==> src/rtl/pipe_ctrl_pkg.sv <==
// pipe_ctrl_pkg: stage and FSM encodings shared by the pipeline control unit
package pipe_ctrl_pkg;
    localparam int N_STAGES = 5;
    localparam logic [1:0] RUN_ENC = 2'd0;
    localparam logic [1:0] MDIV_ENC = 2'd1;
    localparam logic [1:0] TRAPH_ENC = 2'd2;
    typedef enum logic [2:0] {ST_F, ST_D, ST_E, ST_M, ST_W} stage_t;
    typedef enum logic [1:0] {RUN = RUN_ENC, MDIV = MDIV_ENC, TRAPH = TRAPH_ENC} pc_state_t;
    function automatic logic [N_STAGES-1:0] stall_upto(stage_t s);
        logic [N_STAGES-1:0] m;
        for (int i = 0; i < N_STAGES; i++) m[i] = i <= int'(s);
        return m;
    endfunction
endpackage

==> src/rtl/pipe_ctrl_stall_mask.sv <==
// pc_stall_mask: priority-encodes stall sources to the deepest held stage and expands it
module pc_stall_mask
    import pipe_ctrl_pkg::*;
(
    input  pc_state_t             st,
    input  logic                  trap,
    input  logic                  imem_wait,
    input  logic                  ld_use,
    input  logic                  mdiv_start,
    input  logic                  mdiv_done,
    input  logic                  dmem_wait,
    output logic [N_STAGES-1:0]   mask
);
    logic   mdiv_busy;
    logic   hit;
    stage_t top;
    assign mdiv_busy = st == MDIV && !mdiv_done;
    assign hit = !trap && (st == TRAPH || mdiv_busy || dmem_wait || (st == RUN && mdiv_start)
                           || ld_use || imem_wait);
    // A completing mul/div releases E, so that cycle falls back to the ordinary hazards.
    assign top = st == TRAPH ? ST_F
               : mdiv_busy ? (dmem_wait ? ST_M : ST_E)
               : dmem_wait ? ST_M
               : (st == RUN && mdiv_start) ? ST_E
               : ld_use ? ST_D
               : ST_F;
    assign mask = hit ? stall_upto(top) : '0;
endmodule

==> src/rtl/pipe_ctrl.sv <==
// pipe_ctrl: central stall/flush generator for the RV32 pipeline, sequencing
// traps, multi-cycle mul/div and fetch redirects through a small FSM.
module pipe_ctrl
    import pipe_ctrl_pkg::*;
#(
    parameter int N_ST     = N_STAGES,
    parameter int TRAP_CYC = 2,
    parameter int MDIV_MAX = 40
) (
    input  logic       clk,
    input  logic       grst,
    input  logic       imem_wait,
    input  logic       ld_use,
    input  logic       redirect,
    input  logic       mdiv_start,
    input  logic       mdiv_done,
    input  logic       dmem_wait,
    input  logic       trap,
    output logic       stall [N_ST-1:0],
    output logic       flush [N_ST-1:0],
    output logic [1:0] state_o,
    output logic       err
);
    localparam int CW = $clog2(MDIV_MAX + 1);
    localparam int TW = $clog2(TRAP_CYC + 2);
    localparam logic [CW-1:0] MDIV_LIM = CW'(MDIV_MAX);
    localparam logic [TW-1:0] TRAP_LIM = TW'(TRAP_CYC);
    pc_state_t           state, state_nx;
    logic [CW-1:0]       mdiv_cnt, mdiv_inc, mdiv_nx;
    logic [TW-1:0]       trap_cnt, trap_nx;
    logic                redir_pend, pend_nx, redir_ok, pend_fire, enter_mdiv, timeout;
    logic [N_STAGES-1:0] mask;
    logic [N_ST-1:0]     stall_v, flush_v;

    pc_stall_mask u_mask (
        .st         (state),
        .trap       (trap),
        .imem_wait  (imem_wait),
        .ld_use     (ld_use),
        .mdiv_start (mdiv_start),
        .mdiv_done  (mdiv_done),
        .dmem_wait  (dmem_wait),
        .mask       (mask)
    );

    // A mul/div only starts once nothing deeper holds E.
    assign enter_mdiv = !trap && state == RUN && mdiv_start && !dmem_wait;
    assign mdiv_inc = mdiv_cnt == MDIV_LIM ? mdiv_cnt : mdiv_cnt + 1'b1;
    assign timeout = !trap && state == MDIV && !mdiv_done && mdiv_inc == MDIV_LIM;
    assign mdiv_nx = enter_mdiv ? '0 : state == MDIV ? mdiv_inc : mdiv_cnt;
    assign trap_nx = trap ? TRAP_LIM
                   : (state == TRAPH && trap_cnt != '0) ? trap_cnt - 1'b1
                   : trap_cnt;
    assign state_nx = trap ? TRAPH
                    : state == RUN ? (enter_mdiv ? MDIV : RUN)
                    : state == MDIV ? ((mdiv_done || timeout) ? RUN : MDIV)
                    : trap_cnt <= TW'(1) ? RUN : TRAPH;
    assign redir_ok = !trap && state == RUN && redirect && !mask[ST_E];
    // The fetch outstanding at redirect time returns stale; drop it when it lands.
    assign pend_fire = !trap && redir_pend && !imem_wait;
    assign pend_nx = !trap && imem_wait && (redir_pend || redir_ok);

    always_ff @(posedge clk or posedge grst) begin
        if (grst) begin
            state      <= RUN;
            mdiv_cnt   <= '0;
            trap_cnt   <= '0;
            redir_pend <= 1'b0;
            err        <= 1'b0;
        end else begin
            state      <= state_nx;
            mdiv_cnt   <= mdiv_nx;
            trap_cnt   <= trap_nx;
            redir_pend <= pend_nx;
            err        <= err | timeout;
        end
    end

    assign stall_v = grst ? '0 : N_ST'(mask);
    assign flush_v = grst ? {N_ST{1'b1}}
                   : N_ST'(trap ? 4'hF : {2'b00, redir_ok, redir_ok | pend_fire});
    assign state_o = state;

    for (genvar g = 0; g < N_ST; g++) begin : g_out
        assign stall[g] = stall_v[g];
        assign flush[g] = flush_v[g];
    end
endmodule

==> config.mk <==
export PLATFORM = sky130hd
export DESIGN_NAME = pipe_ctrl
export DESIGN_NICKNAME = d
export VERILOG_FILES = /design/src/rtl/pipe_ctrl_pkg.sv /design/src/rtl/pipe_ctrl_stall_mask.sv /design/src/rtl/pipe_ctrl.sv
export SDC_FILE = /design/constraint.sdc
export NUM_CORES = 1
export LEC_CHECK = 0
export BUFFER_PORTS_ARGS = -buffer_cell sky130_fd_sc_hd__buf_4
export CAP_MARGIN = 30
export CORE_MARGIN = 2
export CORE_UTILIZATION = 46
export DETAILED_ROUTE_END_ITERATION = 16
export GPL_ROUTABILITY_DRIVEN = 1
export GPL_TIMING_DRIVEN = 1
export HOLD_SLACK_MARGIN = 0.1
export PLACE_DENSITY = 0.73
export SLEW_MARGIN = 5
export SYNTH_ARGS = -nofsm -noshare
export SYNTH_HDL_FRONTEND = slang
export SYNTH_SLANG_ARGS = --single-unit
==> constraint.sdc <==
create_clock -name clk -period 1.7 [get_ports clk]
set_clock_uncertainty 0.2 [all_clocks]
set_input_delay 0.34 -clock clk [delete_from_list [all_inputs] [get_ports clk]]
set_output_delay 0.34 -clock clk [all_outputs]
set_load 0.02 [all_outputs]
After elaboration in Yosys (flattened, before gate mapping)
Index checks and enable logic that the tools add are counted.
{"block": "totals", "register_bits": 12, "out_inout_bits": 13, "elab_cells": 71}
{"block": "op_classes", "n_addsub": 2, "n_lt_le_gt_ge": 5, "n_eq_ne": 4, "muxes": 21, "bitwise_logic": 2, "n_reduce_logical": 32}
{"cell": "$mux 6", "n": 3}
{"cell": "$logic_and 1x1->1", "n": 16}
{"cell": "$mux 5", "n": 3}
{"cell": "$eq 6x6->1 const B", "n": 2}
{"cell": "$mux 2", "n": 6}
{"cell": "$mux 3", "n": 4}
{"cell": "$logic_or 1x1->1", "n": 7}
{"cell": "$add 6x1->6 const B", "n": 1}
{"cell": "$le 2x3->1 const A", "n": 2}
{"cell": "$reduce_bool 2->1", "n": 3}
{"cell": "$logic_not 1->1", "n": 5}
{"cell": "$mux 1", "n": 4}
{"cell": "$mux 4", "n": 1}
{"cell": "$le 1x3->1 const A", "n": 1}
{"cell": "$le 3x3->1 const A", "n": 1}
{"cell": "$eq 2x1->1 const B", "n": 1}
{"cell": "$eq 2x2->1 const B", "n": 1}
{"cell": "$le 2x1->1 const B", "n": 1}
{"cell": "$logic_not 2->1", "n": 1}
{"cell": "$or 1x1->1", "n": 2}
{"cell": "$sub 2x1->2 const B", "n": 1}

Longest topological paths before layout
Gate-level depths: netlist of the first run.
{"block": "depth", "depth_word": 14, "mapped_depth": 6, "depth_no_buf": 6}

Hierarchy
From an unflattened synthesis of the first run, not the netlist that was laid out.
{"block": "unflattened", "hier_cells": 107, "area_unflattened_um2": 912.1}
{"mod": "pipe_ctrl", "instances": 1, "cells_each": 89, "area_each_um2": 798.3, "seq_area_each_um2": 300.3}
{"mod": "pc_stall_mask", "instances": 1, "cells_each": 18, "area_each_um2": 113.9, "seq_area_each_um2": 0.0}

Worst setup path before layout of the first run
Ideal clock, no wire load.
{"block": "synth_path", "path_type": "register to output", "start": "reg state[0], in the netlist state_o[0]", "end": "out stall[0] (netlist name)", "arrival_ns": 1.456, "required_time_ns": 1.160, "slack_ns": -0.296, "path_stages_with_launch": 6, "cell_sequence": "dfrtp_1 -> buf_2 -> nor2_1 -> a211oi_1 -> nor3_1 -> a31oi_1"}
{"element": "start: declaration", "line_no": "pipe_ctrl.sv:28", "source": "pc_state_t state, state_nx;"}
{"element": "start signal: assignment", "line_no": "pipe_ctrl.sv:71", "source": "state <= state_nx;"}
{"element": "end: declaration", "line_no": "pipe_ctrl.sv:19", "source": "output logic stall [N_ST-1:0],"}

==> run_results.csv, run 1 <==
group,metric,value,unit
die,die_x,47.5,µm
drt,wire_per_inst,14.8,µm
final_layout,drive_above_1_share,49.7,%
drt,routed-via-count,925,
die,num_rows,15,
setup_path,path_cells,"nor4_2 > and2_1 > nand2b_4 > a21o_1 > buf_6",
yosys,synth_fp_nets,119,
global_route,antenna_found_initial,0,
yosys,async_flop_share,100,%
yosys,syn_area_per_cell,8.23,µm²
clock_network,cts_max_level,1,
drt,first_pass_iters,4,
final_layout,final_cell_mix,"buf_4, dfrtp_1, o21ai_0",
yosys,netlist_area,872,µm²
global_route,grt-ovfl-total,0,
sta,hold_viol,0,
setup_path,slowest_stage,"dfrtp_2",
yosys,ys_top_cells_by_area,"dfrtp_1, ha_1, o21ai_0",
yosys,synth_edf_count,0,
final_layout,final_common_cell,"buf_4",
yosys,synth_cell_types,38,
final_layout,fin_cells,168,
final_layout,antenna_cells,0,
clock_network,worst_skew_pair.late_latency,0.29,ns
drt,ant_nets,0,
clock_network,cts_hold_buffers,1,
global_route,grt_pass1_vias,838,
drt,viasPerCell,5.51,
final_layout,ff_latch_area,303,µm²
yosys,yosys.area.top_type,"dfrtp_1",
place,place_hpwl,1.59,mm
final_layout,flow.area_growth_from_synthesis,54.7,%
die,dieArea,2260,µm²
die,ioPinCount,22,
clock_network,cts_tree,"done",
run_status,status,"finished with violations",
hold_path,min_path_type,"in -> reg",
sta,finalSetupViolCount,6,
run,maxCapViolCount,0,
pwr,ir_drop,932,µV
drt,route.detailed.drc,0,
place,io_buffer_count,20,
die,start_util,49.4,%
place,placedCellCount,160,
sta,slew_violations,0,
sta,clock.fmax,0.495,GHz
die,placeableCoreArea,1760,µm²
global_route,grt_use_total,23.0,%
clock_network,cts_buffers,3,
sta,setup_tns,-1.50,ns
yosys,seq_area_frac_synth,34.4,%
yosys,synth_top_area_share,34.4,%
global_route,grt_start_max_net_pins,13,
sta,setup_ws,-0.320,ns
sta,rsz0062_at_grt,"true",
drt,wl,2.48,mm
final_layout,fin_nets,158,
clock_network,cts.reportedPaths.clkPinSlew,0.08,ns
setup_path,crit_fanout,5,
yosys,synth-warning-count,0,
pwr,cellPowerDensity,1180,nW/µm²
setup_path,cp-end-kind,"output pin",
global_route,grt_pass1_wl,3.62,mm
sta,fin_crit_sh,119,%
clock_network,cts_sinks,12,
setup_path,crit_buf_inv,1,
clock_network,clockBufferDepth,2,
clock_network,cts_root_buffer,"clkbuf_4",
yosys,synth-seq-cells,12,
place,place.gp.congestion,0.873,
setup_path,crit_family,"simple AND/OR/NAND/NOR gates",
setup_path,slowest_delay,0.47,ns
run_status,violations,"negative setup slack",
setup_path,worstPathRequired,1.16,ns
yosys,syn_inst,106,
die,die_h,47.5,µm
yosys,synth_flop_cell,"dfrtp_1",
setup_path,arrival,1.48,ns
setup_path,startpoint_type,"flip-flop",
final_layout,fillers,134,
sta,min_period,2.02,ns
drt,drtIter0Drc,13,
final_layout,multiInputGateArea,629,µm²
sta,holdWs,0.0624,ns
pwr,p_leak,0.000609,µW
setup_path,crit_type,"reg -> out",
==> cell type report <==
cell class              instances  share of cell area [%]
inverters                       7                    1.95
well taps                      25                    2.32
multi-input cells              79                    46.7
flip-flops and latches         12                    22.4
repair buffers                 42                    25.0
clock buffers                   3                    1.67
==> kinds of logic after synthesis <==
group	Yosys count	synth area share (%)
and+or+nand+nor	43	26.0
AOI/OAI and AO/OA	27	20.2
buffers and inverters	15	9.04
DFF	12	34.4
adders and majority gates	4	5.74
xor gates and xnor gates	3	3.01
other	1	0.430
muxes	1	1.15
==> through the flow <==
| stage | utilization, % | cell area, µm² | power, µW | setup slack [ns] |
|---|---|---|---|---|
| after CTS | 72.6 | 1280 | 1470 | -0.307 |
| after global placement | 66.4 | 1170 | 1170 | -0.0746 |
| after floorplan | - | 930 | 960 | -0.104 |
| after detailed placement | 66.4 | 1170 | 1200 | -0.0931 |
| final | 76.5 | 1350 | 1590 | -0.320 |
| after global routing | 76.5 | 1350 | 1710 | -0.359 |
==> cells in the mapped netlist, types with 3 or more instances <==
master,count
dfrtp_1,12
nor2_1,10
o21ai_0,8
inv_1,7
nand2_1,6
a21oi_1,5
ha_1,4
nand2b_1,4
nand3_1,4
nor3_1,4
and3_1,3
buf_4,3
o211ai_1,3
==> where the power goes <==
part / switching (µW) / internal (µW)
registers: 121 / 379
clock network: 107 / 82.5
logic: 445 / 455
==> metal layers <==
metal / part of all wire, % / up-vias / wire length [µm] / global-route usage [%]
met4: 3.0 / 0 / 74 / 11.4
met1: 40 / 445 / 992 / 28.2
met5: 0 / - / 0 / 0
li1: - / 440 / - / -
met2: 53 / 31 / 1330 / 41.1
met3: 3.6 / 9 / 89 / 1.13
==> sequential cells by signal (all words and copies together) (netlist names) <==
name        cells
state_o         2
trap_cnt        2
redir_pend      1
mdiv_cnt        6
err             1
==> path summary, 6_finish.rpt <==
path | start | endpoint | slack (ns) | cells past startpoint
max | state_o[0] | flush[0] | -0.32 | 5
min | trap | trap_cnt[0] | 0.06 | 2
max reg2reg | mdiv_cnt[0] | state_o[0] | 0.01 | 5
min reg2reg | err | err | 0.27 | 1
max in group asynchronous | grst | state_o[1] | 0.48 | 3
min in group asynchronous | grst | mdiv_cnt[1] | 0.45 | 3
==> what timing repair did <==
action | CTS | global route
pin swaps | 9 | 2
buffers inserted | 4 | 2
setup endpoints to repair | 8 | 12
resized for setup | 13 | 12
hold endpoints to repair | 13 | 1
(Power assumes the default switching activity.)
==> inputs of run 2 (changes only) <==
--- a/config.mk
+++ b/config.mk
@@ -5,6 +5,7 @@
 export SDC_FILE = /design/constraint.sdc
 export NUM_CORES = 1
 export LEC_CHECK = 0
+export ABC_AREA = 1
 export BUFFER_PORTS_ARGS = -buffer_cell sky130_fd_sc_hd__buf_4
 export CAP_MARGIN = 30
 export CORE_MARGIN = 2
@@ -13,7 +14,7 @@
 export GPL_ROUTABILITY_DRIVEN = 1
 export GPL_TIMING_DRIVEN = 1
 export HOLD_SLACK_MARGIN = 0.1
-export PLACE_DENSITY = 0.73
+export PLACE_DENSITY = 0.76
 export SLEW_MARGIN = 5
 export SYNTH_ARGS = -nofsm -noshare
 export SYNTH_HDL_FRONTEND = slang
==> run 2 against run 1 <==
The run still ends with negative setup slack left. Largest cell class unchanged. Total power down 0.28%. Synthesized cell count rose by 15%. Critical endpoint is now stall[3]. Sequential share of layout area increased by 0.51 points. Critical path type unchanged. Combinational power down 5.8%. Setup slack got worse by 0.065 ns.
==> run_results.csv, run 2 <==
group,metric,value,unit
run_status,status,"finished with violations",
run_status,violations,"negative setup slack",
setup_path,cp-end-kind,"output pin",
clock_network,cts_sinks,12,
clock_network,cts.reportedPaths.clkPinSlew,0.08,ns
pwr,p_comb_share,53.5,%
clock_network,cts_root_buffer,"clkbuf_4",
sta,rsz0062_at_grt,"true",
final_layout,flow.area_growth_from_synthesis,51.7,%
setup_path,ff2ff_setup_slack,0.02,ns
drt,viasPerCell,4.93,
die,ioPinCount,22,
die,start_util,49.8,%
global_route,grt_pass1_vias,889,
yosys,synth_edf_count,0,
yosys,synth-seq-cells,12,
sta,slew_violations,0,
sta,setup_ws,-0.385,ns
yosys,async_flop_share,100,%
global_route,met2_usage,43.0,%
hold_path,hold_path_depth,3,
hold_path,timing.hold.worst.start,"imem_wait",
global_route,grt_busiest_layer,"met2",
yosys,synth_top_area_share,34.5,%
global_route,grt_use_total,23.0,%
yosys,syn_inst,122,
place,io_buffer_count,20,
final_layout,final_cell_mix,"buf_4, nand2_1, inv_1",
final_layout,top_register,"mdiv_cnt",
pwr,p_int,881,µW
global_route,met3_usage,3.77,%
drt,wire_per_inst,12.5,µm
setup_path,startpoint_type,"flip-flop",
yosys,seq_area_frac_synth,34.5,%
sta,fin_crit_sh,123,%
final_layout,largest_reg_flops,6,
drt,routed-via-count,917,
yosys,yosysMostFrequentCell,"nand2_1",
pwr,p_sw_share,44.4,%
run,maxCapViolCount,0,
final_layout,fin_area,1320,µm²
hold_path,min_path_type,"in -> reg",
sta,hold_viol,0,
setup_path,crit_type,"reg -> out",
pwr,clkPwrFrac,14.7,%
clock_network,worst_skew_pair.late_latency,0.27,ns
place,place.gp.congestion,0.821,
clock_network,cts_tree,"done",
drt,ant_nets,0,
yosys,synth-warning-count,0,
setup_path,r2r_end,"trap_cnt[1]",
global_route,grt_start_max_net_pins,13,
pwr,p_leak,0.000655,µW
clock_network,cts_max_level,1,
yosys,syn_area_per_cell,7.13,µm²
setup_path,crit_fanout,4,
setup_path,reg2regPathDepth,7,
final_layout,drive_above_1_share,47.8,%
yosys,yosys.area.top_type,"dfrtp_1",
yosys,synth_fp_nets,135,
drt,first_pass_iters,4,
global_route,antenna_found_initial,0,
sta,finalSetupViolCount,6,
global_route,grt-ovfl-total,0,
global_route,grt.met1_usage,27.1,%
clock_network,clockBufferDepth,2,
yosys,synth_flop_cell,"dfrtp_1",
drt,drtIter0Drc,18,
pwr,ir_drop,956,µV
die,placeableCoreArea,1750,µm²
pwr,seqPwrFrac,31.9,%
hold_path,hold_end,"redir_pend",
setup_path,timing.rr.start,"state_o[1]",
sta,clock.fmax,0.480,GHz
clock_network,cts_buffers,3,
sta,min_period,2.09,ns
yosys,ys_top_cells_by_area,"dfrtp_1, nand2_1, inv_1",
yosys,netlist_area,870,µm²
die,num_rows,15,
final_layout,post-route-util,75.6,%
setup_path,arrival,1.55,ns
yosys,ys_top_cells_by_count,"nand2_1, inv_1, dfrtp_1",
place,placed_area,1130,µm²
place,place_hpwl,1.62,mm
global_route,grt_pass1_wl,3.62,mm
final_layout,antenna_cells,0,
drt,wl,2.32,mm
pwr,cellPowerDensity,1200,nW/µm²
drt,route.detailed.drc,0,
die,die_h,47.5,µm
pwr,p_sw,704,µW
final_layout,fin_nets,175,
die,dieArea,2250,µm²
die,die_x,47.5,µm
setup_path,worstPathRequired,1.16,ns
yosys,synth_cell_types,26,
final_layout,final_common_cell,"buf_4",
run 2: power by group through the flow:
stage	combinational [µW]	sequential, µW	clock (µW)
after floorplan	438	481	0
after global placement	657	490	0
after detailed placement	682	495	0
after CTS	719	490	238
after global routing	935	518	253
final	848	505	232
run 2: stage by stage:
stage                     total power (µW)  setup slack (ns)  hold slack, ns  instances  TNS [ns]
final                                 1590            -0.385           0.122        186     -2.22
after global routing                  1710            -0.478           0.128        186     -2.91
after CTS                             1450            -0.362           0.109        184     -1.99
after detailed placement              1180            -0.102           0.232        175    -0.389
after global placement                1150           -0.0477           0.229        175    -0.169
after floorplan                        919            -0.170         0.00456        122    -0.435
run 2: per-layer routing:
metal | vias up | share of wire [%]
li1 | 458 | -
met1 | 432 | 40
met2 | 25 | 56
met3 | 2 | 2.6
met4 | 0 | 1.0
met5 | - | 0
run 2: worst max-delay path, stage by stage (launching register included):
cell and delay, ns:
dfrtp_2 0.47, nor2_4 0.13, nand2_2 0.09, nand3_4 0.09
o21ai_4 0.07, nor2_4 0.12, nand3_4 0.10, nor2_4 0.08
buf_6 0.12
run 2: layout make-up:
class	count	area, µm²
multi-input cells	81	542
fillers	131	427
repair buffers	39	313
flip-flops and latches	12	303
inverters	25	93.8
clock buffers	4	36.3
well taps	25	31.3
run 2: cell families after synthesis:
family	synth area share, %
buffers and inverters	14.0
xor gates and xnor gates	1.01
adders and majority gates	5.76
AOI/OAI and AO/OA	12.2
DFF	34.5
other	0.431
and+or+nand+nor	32.1
run 2: worst max path at each step:
| stage | end | startpoint | slack, ns | cells past startpoint |
|---|---|---|---|---|
| 3_5_place_dp | stall[3] | state_o[1] | -0.10 | 8 |
| 5_1_grt | flush[0] | state_o[0] | -0.48 | 8 |
| 2_1_floorplan | stall[2] | state_o[1] | -0.17 | 7 |
| 4_1_cts | stall[3] | state_o[1] | -0.36 | 8 |
| 6_report | stall[3] | state_o[1] | -0.39 | 8 |
| 3_3_place_gp | stall[3] | state_o[1] | -0.05 | 8 |
run 2: repair_timing:
item / CTS / global route
gates resized for setup: 7 / 23
hold endpoints to repair: 13 / 0
pin swaps: 1 / 10
buffers inserted: 3 / 3
hold buffers: 2 / 0
endpoints found under the setup margin: 6 / 10
